--- src/rtl/sifh_peak_finder.sv ---
// sifh_peak_finder
// Scans the shared histogram RAM after an acquisition, one pixel at a time. For
// each pixel it reports the bin with the highest count, and it can optionally zero
// every bin it has read.
//
// Ports
//   clk, res             clock; synchronous active-high reset
//   start, clear_en      start a scan of all pixels; clear_en is latched when start is accepted
//   raddr, rEnable       RAM port B read address {pixel, bin} and read enable
//   counts               RAM port B read data, valid one cycle after rEnable
//   waddr, wEnable       RAM port A write address and write enable (clear writes)
//   newCounts            RAM port A write data, always zero
//   busy, done           scan in progress; one-cycle pulse when the scan finishes
//   res_valid, res_ready result handshake
//   res_pixel, res_bin   pixel index of the result and bin index of its maximum
//   res_peak, res_empty  maximum count; set when every bin of the pixel read zero
//
// state | meaning
// IDLE  | waiting for start
// SCAN  | issuing one bin read per cycle for the current pixel
// DRAIN | comparing (and clearing) the last bin of the pixel
// OUT   | holding the result until the consumer accepts it
// FIN   | one-cycle done pulse, then back to IDLE
module sifh_peak_finder #(
    parameter int NB       = 6,
    parameter int PIX_W    = 2,
    parameter int RAM_ADDR = 8,
    parameter int PEAK_MAX = 8
) (
    input  logic                clk,
    input  logic                res,
    input  logic                start,
    input  logic                clear_en,
    output logic [RAM_ADDR-1:0] raddr,
    output logic                rEnable,
    input  logic [PEAK_MAX-1:0] counts,
    output logic [RAM_ADDR-1:0] waddr,
    output logic                wEnable,
    output logic [PEAK_MAX-1:0] newCounts,
    output logic                busy,
    output logic                done,
    output logic                res_valid,
    input  logic                res_ready,
    output logic [PIX_W-1:0]    res_pixel,
    output logic [NB-1:0]       res_bin,
    output logic [PEAK_MAX-1:0] res_peak,
    output logic                res_empty
);

    typedef enum logic [2:0] {IDLE, SCAN, DRAIN, OUT, FIN} state_t;

    localparam logic [NB-1:0]    BIN_LAST = '1;
    localparam logic [PIX_W-1:0] PIX_LAST = '1;

    state_t state, state_nxt;

    logic [PIX_W-1:0]    pixel;
    logic [NB-1:0]       bin;
    logic                clr;
    logic                cmp_valid;
    logic                cmp_first;
    logic [NB-1:0]       cmp_bin;
    logic [PEAK_MAX-1:0] max_q, max_nxt;
    logic [NB-1:0]       max_bin_q, max_bin_nxt;
    logic                wen_q;
    logic [RAM_ADDR-1:0] waddr_q;

    assign raddr     = {pixel, bin};
    assign waddr     = waddr_q;
    assign wEnable   = wen_q;
    assign newCounts = '0;

    always_ff @(posedge clk) begin
        if (res) state <= IDLE;
        else     state <= state_nxt;
    end

    always_comb begin
        state_nxt = state;
        rEnable   = 1'b0;
        busy      = 1'b0;
        done      = 1'b0;
        res_valid = 1'b0;
        case (state)
            IDLE: begin
                if (start) state_nxt = SCAN;
            end
            SCAN: begin
                rEnable = 1'b1;
                busy    = 1'b1;
                if (bin == BIN_LAST) state_nxt = DRAIN;
            end
            DRAIN: begin
                busy      = 1'b1;
                state_nxt = OUT;
            end
            OUT: begin
                busy      = 1'b1;
                res_valid = 1'b1;
                if (res_ready) state_nxt = (pixel == PIX_LAST) ? FIN : SCAN;
            end
            FIN: begin
                done      = 1'b1;
                state_nxt = IDLE;
            end
            default: state_nxt = IDLE;
        endcase
    end

    // Read data returns one cycle after the address. The first bin of a pixel
    // always loads; later bins win only when strictly greater, so ties keep the lower bin.
    always_comb begin
        max_nxt     = max_q;
        max_bin_nxt = max_bin_q;
        if (cmp_valid && (cmp_first || counts > max_q)) begin
            max_nxt     = counts;
            max_bin_nxt = cmp_bin;
        end
    end

    always_ff @(posedge clk) begin
        if (res) begin
            pixel     <= '0;
            bin       <= '0;
            clr       <= 1'b0;
            cmp_valid <= 1'b0;
            cmp_first <= 1'b0;
            cmp_bin   <= '0;
            max_q     <= '0;
            max_bin_q <= '0;
            wen_q     <= 1'b0;
            waddr_q   <= '0;
            res_pixel <= '0;
            res_bin   <= '0;
            res_peak  <= '0;
            res_empty <= 1'b0;
        end else begin
            cmp_valid <= rEnable;
            cmp_first <= (bin == '0);
            cmp_bin   <= bin;
            max_q     <= max_nxt;
            max_bin_q <= max_bin_nxt;
            // The clear write trails the read by one cycle, so it never hits the address being read.
            wen_q     <= rEnable & clr;
            waddr_q   <= raddr;

            if (state == IDLE && start) begin
                clr   <= clear_en;
                pixel <= '0;
                bin   <= '0;
            end
            if (state == SCAN) bin <= bin + 1'b1;
            // Result registers hold until the next pixel's result, independent of the running max.
            if (state == DRAIN) begin
                res_pixel <= pixel;
                res_bin   <= max_bin_nxt;
                res_peak  <= max_nxt;
                res_empty <= (max_nxt == '0);
            end
            if (state == OUT && res_ready && pixel != PIX_LAST) begin
                pixel <= pixel + 1'b1;
                bin   <= '0;
            end
        end
    end

endmodule
--- config.mk ---
export PLATFORM = sky130hd
export DESIGN_NAME = sifh_peak_finder
export DESIGN_NICKNAME = d
export VERILOG_FILES = /design/src/rtl/sifh_peak_finder.sv
export SDC_FILE = /design/constraint.sdc
export NUM_CORES = 1
export LEC_CHECK = 0
export BUFFER_PORTS_ARGS = -buffer_cell sky130_fd_sc_hd__buf_2
export CORE_ASPECT_RATIO = 0.5
export CORE_MARGIN = 2
export CORE_UTILIZATION = 56
export DETAILED_ROUTE_END_ITERATION = 8
export PLACE_DENSITY = 0.85
export SYNTH_ARGS = -nofsm -noshare
export SYNTH_HDL_FRONTEND = slang
export SYNTH_SLANG_ARGS = --single-unit
--- constraint.sdc ---
create_clock -name clk -period 3.05 [get_ports clk]
set_input_delay 0.61 -clock clk [delete_from_list [all_inputs] [get_ports clk]]
set_output_delay 0.61 -clock clk [all_outputs]
set_load 0.01 [all_outputs]
Word-level counts from Yosys, hierarchy flattened
Cells that the tools add are included.
{ "totals": {"output_inout_bits": 46, "register_bits": 60, "elab_cells": 57, "inputBits": 13} }
{ "classes": {"bitwise_logic": 1, "n_mux": 15, "eq_ne": 10, "n_addsub": 2, "order_cmp": 1, "reduce_logical": 13} }
{ "ops": {"columns": ["op", "n"], "rows": [
  ["6-bit 2-to-1 mux", 3],
  ["3-bit 2-to-1 mux", 4],
  ["3-bit case mux with 4 select lines", 1],
  ["8-bit greater-than comparator", 1],
  ["8-bit zero test", 1],
  ["8-bit 2-to-1 mux", 1],
  ["2-bit != test, second input constant", 4],
  ["6-bit by 1-bit adder with 6-bit output, second input constant", 1],
  ["3-bit by 2-bit == test with 1-bit output, second input constant", 2],
  ["6-bit == test, second input constant", 1],
  ["6-bit zero test", 1],
  ["1-bit logical AND", 4],
  ["1-bit 2-to-1 mux", 4],
  ["2-bit 2-to-1 mux", 2],
  ["2-bit nonzero test", 2],
  ["3-bit by 1-bit == test with 1-bit output, second input constant", 1],
  ["3-bit == test, second input constant", 1],
  ["3-bit zero test", 1],
  ["3-bit AND reduction", 1],
  ["3-bit OR reduction", 1],
  ["2-bit by 1-bit adder with 2-bit output, second input constant", 1],
  ["2-bit == test, second input constant", 1],
  ["2-bit OR reduction", 1],
  ["1-bit bitwise AND", 1],
  ["1-bit logical OR", 1]
]} }

Logic depth before layout (Yosys ltp)
{ "logic_depth": {"ltp_word": 5, "depth_mapped": 9, "mapped_depth_nobuf": 8} }

Worst setup path before layout
No wires, ideal clock.
{ "synth_path": {"path_type": "input to register", "startpoint": "input counts[7]", "endpoint": "register res_bin[3]", "required_ps": 2916, "path_slack_ps": 902, "t_arrival_ps": 2014, "n_path_buf": 1, "cell_stages": 7, "setup_time_ps": 134, "path_cell_list": "ha_1 > a211oi_2 > o21ai_1 > o21ai_4 > buf_12 > mux2i_1 > a211oi_1"} }
{ "synth_between": {"elab_chain_cells": 4} }
{ "synth_lines": {"columns": ["element", "line", "source"], "rows": [
  ["start, declared", "36", "input logic [PEAK_MAX-1:0] counts,"],
  ["8-bit greater-than comparator", "115", "if (cmp_valid && (cmp_first || counts > max_q)) begin"],
  ["1-bit logical OR", "115", null],
  ["1-bit logical AND", "115", null],
  ["6-bit 2-to-1 mux", "115", null],
  ["end signal, assigned", "156", "res_bin <= max_bin_nxt;"],
  ["end, declared", "45", "output logic [NB-1:0] res_bin,"]
]} }
No other way between the ends.
A chain may end at the register's enable or synchronous reset.

Final worst setup path
{ "layout_path": {"startpoint": "input counts[7]", "endpoint": "register res_peak[6]"} }
{ "layout_between": {"elab_chain_cells": 4} }
{ "layout_lines": {"columns": ["element", "line", "source"], "rows": [
  ["8-bit greater-than comparator", "115", null],
  ["1-bit logical OR", "115", null],
  ["1-bit logical AND", "115", null],
  ["8-bit 2-to-1 mux", "115", null],
  ["end signal, assigned", "157", "res_peak <= max_nxt;"],
  ["end, declared", "46", "output logic [PEAK_MAX-1:0] res_peak,"]
]} }
No other way between the ends.

==> results.sh <==
export IMPL_cts_buffers=5
export IMPL_setup_violations=0
export IMPL_synth_compound_area_frac=0.110
export IMPL_synth_simple_area_share=0.197
export IMPL_intPower_mw=0.940
export IMPL_synthMuxAreaShare=0.0843
export IMPL_ir_drop_v=0.000240
export IMPL_final_hold_worst_slack_ns=0.491
export IMPL_cts_hold_buf=0
export IMPL_cp_end_kind="flip-flop"
export IMPL_hpwl_mm=3.47
export IMPL_cp_required_ns=3.21
export IMPL_p_leak_nw=1.20
export IMPL_clk_latency_ns=0.31
export IMPL_avgSynthCellArea_um2=9.36
export IMPL_grt_setup_unrepaired="false"
export IMPL_worstMarginPinSlew_ns=0.778
export IMPL_ioPinCount=59
export IMPL_syn_to_final_growth_pct=14.7
export IMPL_p_seq_frac=0.582
export IMPL_wl_per_cell_um=13.6
export IMPL_die_h_um=49.2
export IMPL_synth_fa_ha_area_frac=0.0602
export IMPL_clkTransAtPathRegs_ns=0.10
export IMPL_tns_ns=0
export IMPL_design_die_area_um2=4640
export IMPL_max_freq_ghz=0.456
export IMPL_timing_final_crit_period_ns=2.19
export IMPL_grt_max_degree=50
export IMPL_drc=0
export IMPL_grt_pass1_wl_mm=7.74
export IMPL_grt_usage=0.217
export IMPL_async_flop_share=0
export IMPL_netlist_top_cells_area="dfxtp_1 (47%), nor2_1 (7.7%), mux2i_1 (7.4%), ha_1 (6.0%), a211oi_1 (4.9%)"
export IMPL_drtAntennaViolNets=0
export IMPL_num_vias=1799
export IMPL_root_buffer="clkbuf_8"
export IMPL_synth_edf_count=0
export IMPL_status="finished, final reports clean"
export IMPL_cap_violations=0
export IMPL_drt_first_pass_iters=4
export IMPL_gp_routability_congestion=0.784
export IMPL_die_w_um=94.3
export IMPL_cts_resized=0
export IMPL_yosys_warnings=0
export IMPL_period_share=0.719
export IMPL_via_per_inst=5.20
export IMPL_synth_seq_cells=54
export IMPL_synth_top_cell_area_share=0.473
export IMPL_cp_max_fo=8
export IMPL_rows=16
export IMPL_portBuffers=50
export IMPL_n_fill_cell=334
export IMPL_maxSlewViolCount=0
export IMPL_synthCells=244
export IMPL_synth_flop_cell="dfxtp_1"
export IMPL_clock_path_buffers=2
export IMPL_swShare=0.247
export IMPL_synth_xor_area_frac=0
export IMPL_pwr_share_comb=0.086
export IMPL_multi_input_area_um2=1060
export IMPL_synth_cell_area_um2=2280
export IMPL_cp_arrival_ns=2.35
export IMPL_hold_path_class="flip-flop to flip-flop"
export IMPL_drtIter0Drc=52
export IMPL_yosys_area_top_type="dfxtp_1"
export IMPL_grt_overflow=0
export IMPL_num_antenna_cells=0
export IMPL_register_area_um2=1080
export IMPL_p_clk_frac=0.332
export IMPL_h_tree_depth=2
export IMPL_cts_tree="built"
export IMPL_relSlewSlack=0.481
export IMPL_grt_antenna_before_repair=0
export IMPL_routed_wl_mm=4.71
export IMPL_synth_top_family_by_area="simple AND/OR/NAND/NOR gates"
export IMPL_layout_drive_gt1_share=0.240
export IMPL_skew_ns=0.00797
export IMPL_clock_sinks=54
export IMPL_power_density_nw_per_um2=476
export IMPL_start_util=0.585
export IMPL_grt_pass1_vias=1707
export IMPL_core_area_um2=3900
export IMPL_synth_cell_types=40
export IMPL_final_nets=315
export IMPL_p_sw_mw=0.308
export IMPL_cts_setup_buffers=0
export IMPL_start_kind="input port"
export IMPL_ys_seq_area_frac=0.473
export IMPL_worstSetupPathType="input port to flip-flop"
export IMPL_hold_viol=0
==> registers in the layout, summed over array words and instances, names as in the netlist, 3 cells and up <==
register / count
max_bin_q: 6
waddr: 3
res_bin: 6
state: 3
cmp_bin: 5
bin: 6
res_peak: 8
max_q: 8
==> Yosys cell counts (2+ instances only) <==
| cell | n |
|---|---|
| a211oi_1 | 15 |
| a21oi_1 | 9 |
| and2_1 | 5 |
| buf_4 | 9 |
| clkbuf_1 | 7 |
| dfxtp_1 | 54 |
| ha_1 | 11 |
| inv_1 | 11 |
| mux2_2 | 2 |
| mux2i_1 | 17 |
| nand2_1 | 6 |
| nand3_1 | 5 |
| nand3b_1 | 2 |
| nand4_1 | 3 |
| nor2_1 | 47 |
| nor2b_1 | 9 |
| nor3_1 | 4 |
| nor4_1 | 4 |
| o211ai_1 | 2 |
| o21ai_0 | 2 |
==> placed cells by master, fill, tap and decap left out, drive strengths merged, types with 2 or more instances in the layout <==
master / count
buf: 53
nor2b: 9
o211ai: 2
nand2: 6
nor3: 4
o21ai: 4
mux2: 2
a211oi: 16
and2: 5
a21oi: 9
mux2i: 17
nand3: 5
nor2: 47
inv: 11
conb: 8
dfxtp: 54
ha: 11
nor4: 4
clkbuf: 6
nand3b: 2
nand4: 3
or2: 2
==> final cells by class <==
type,instances,share of cell area
flip-flops and latches,54,0.412
multi-input cells,166,0.406
repair buffers,53,0.104
clock buffers,6,0.0315
well taps,54,0.0258
inverters,11,0.0158
clock inverters,2,0.00477
==> power by group through the flow <==
stage | clock (mW) | combinational [mW] | sequential [mW]
floorplan | 0 | 0.0862 | 0.740
global placement | 0 | 0.102 | 0.742
detailed placement | 0 | 0.106 | 0.743
CTS | 0.418 | 0.107 | 0.726
global route | 0.447 | 0.122 | 0.728
finish | 0.414 | 0.107 | 0.726
==> final timing paths <==
kind	start	to	slack [ns]	depth (start not counted)
worst max-delay path	counts[7]	res_peak[6]$_SDFFE_PP0P_	0.86	8
worst min-delay path	clr$_SDFFE_PP0P_	wEnable$_SDFF_PP0_	0.49	1
worst max register to register	max_q[1]$_SDFF_PP0_	res_peak[6]$_SDFFE_PP0P_	0.88	9
worst min register to register	clr$_SDFFE_PP0P_	wEnable$_SDFF_PP0_	0.49	1
==> logic make-up after synthesis <==
kind of cell / count (synthesis)
simple gates: 93
flops: 54
compound gates: 35
buf+inv: 31
mux: 19
fa+ha+maj: 11
other cells: 1
==> stage by stage <==
step	util	std cells	setup slack, ns	cell area, µm²	power (mW)
2_1_floorplan	-	251	0.902	2310	0.826
3_3_place_gp	0.647	338	0.616	2530	0.843
3_5_place_dp	0.647	338	0.551	2530	0.848
4_1_cts	0.671	346	0.861	2620	1.25
5_1_grt	0.671	346	0.673	2620	1.30
6_report	0.671	346	0.858	2620	1.25
==> routing by layer <==
| metal | up-vias | track usage | share of wire |
|---|---|---|---|
| met4 | 0 | 0.0652 | 0.012 |
| met3 | 6 | 0.0510 | 0.037 |
| met2 | 36 | 0.386 | 0.50 |
| li1 | 909 | - | - |
| met1 | 848 | 0.264 | 0.45 |
| met5 | - | 0 | 0 |
==> worst max-delay path: stages <==
cell and delay [ns]:
buf_2 0.12, ha_1 0.33, a211oi_2 0.21, o21ai_1 0.12, o21ai_4 0.34, buf_4 0.23
mux2i_1 0.27, a211oi_1 0.10
(Power assumes the default switching activity.)
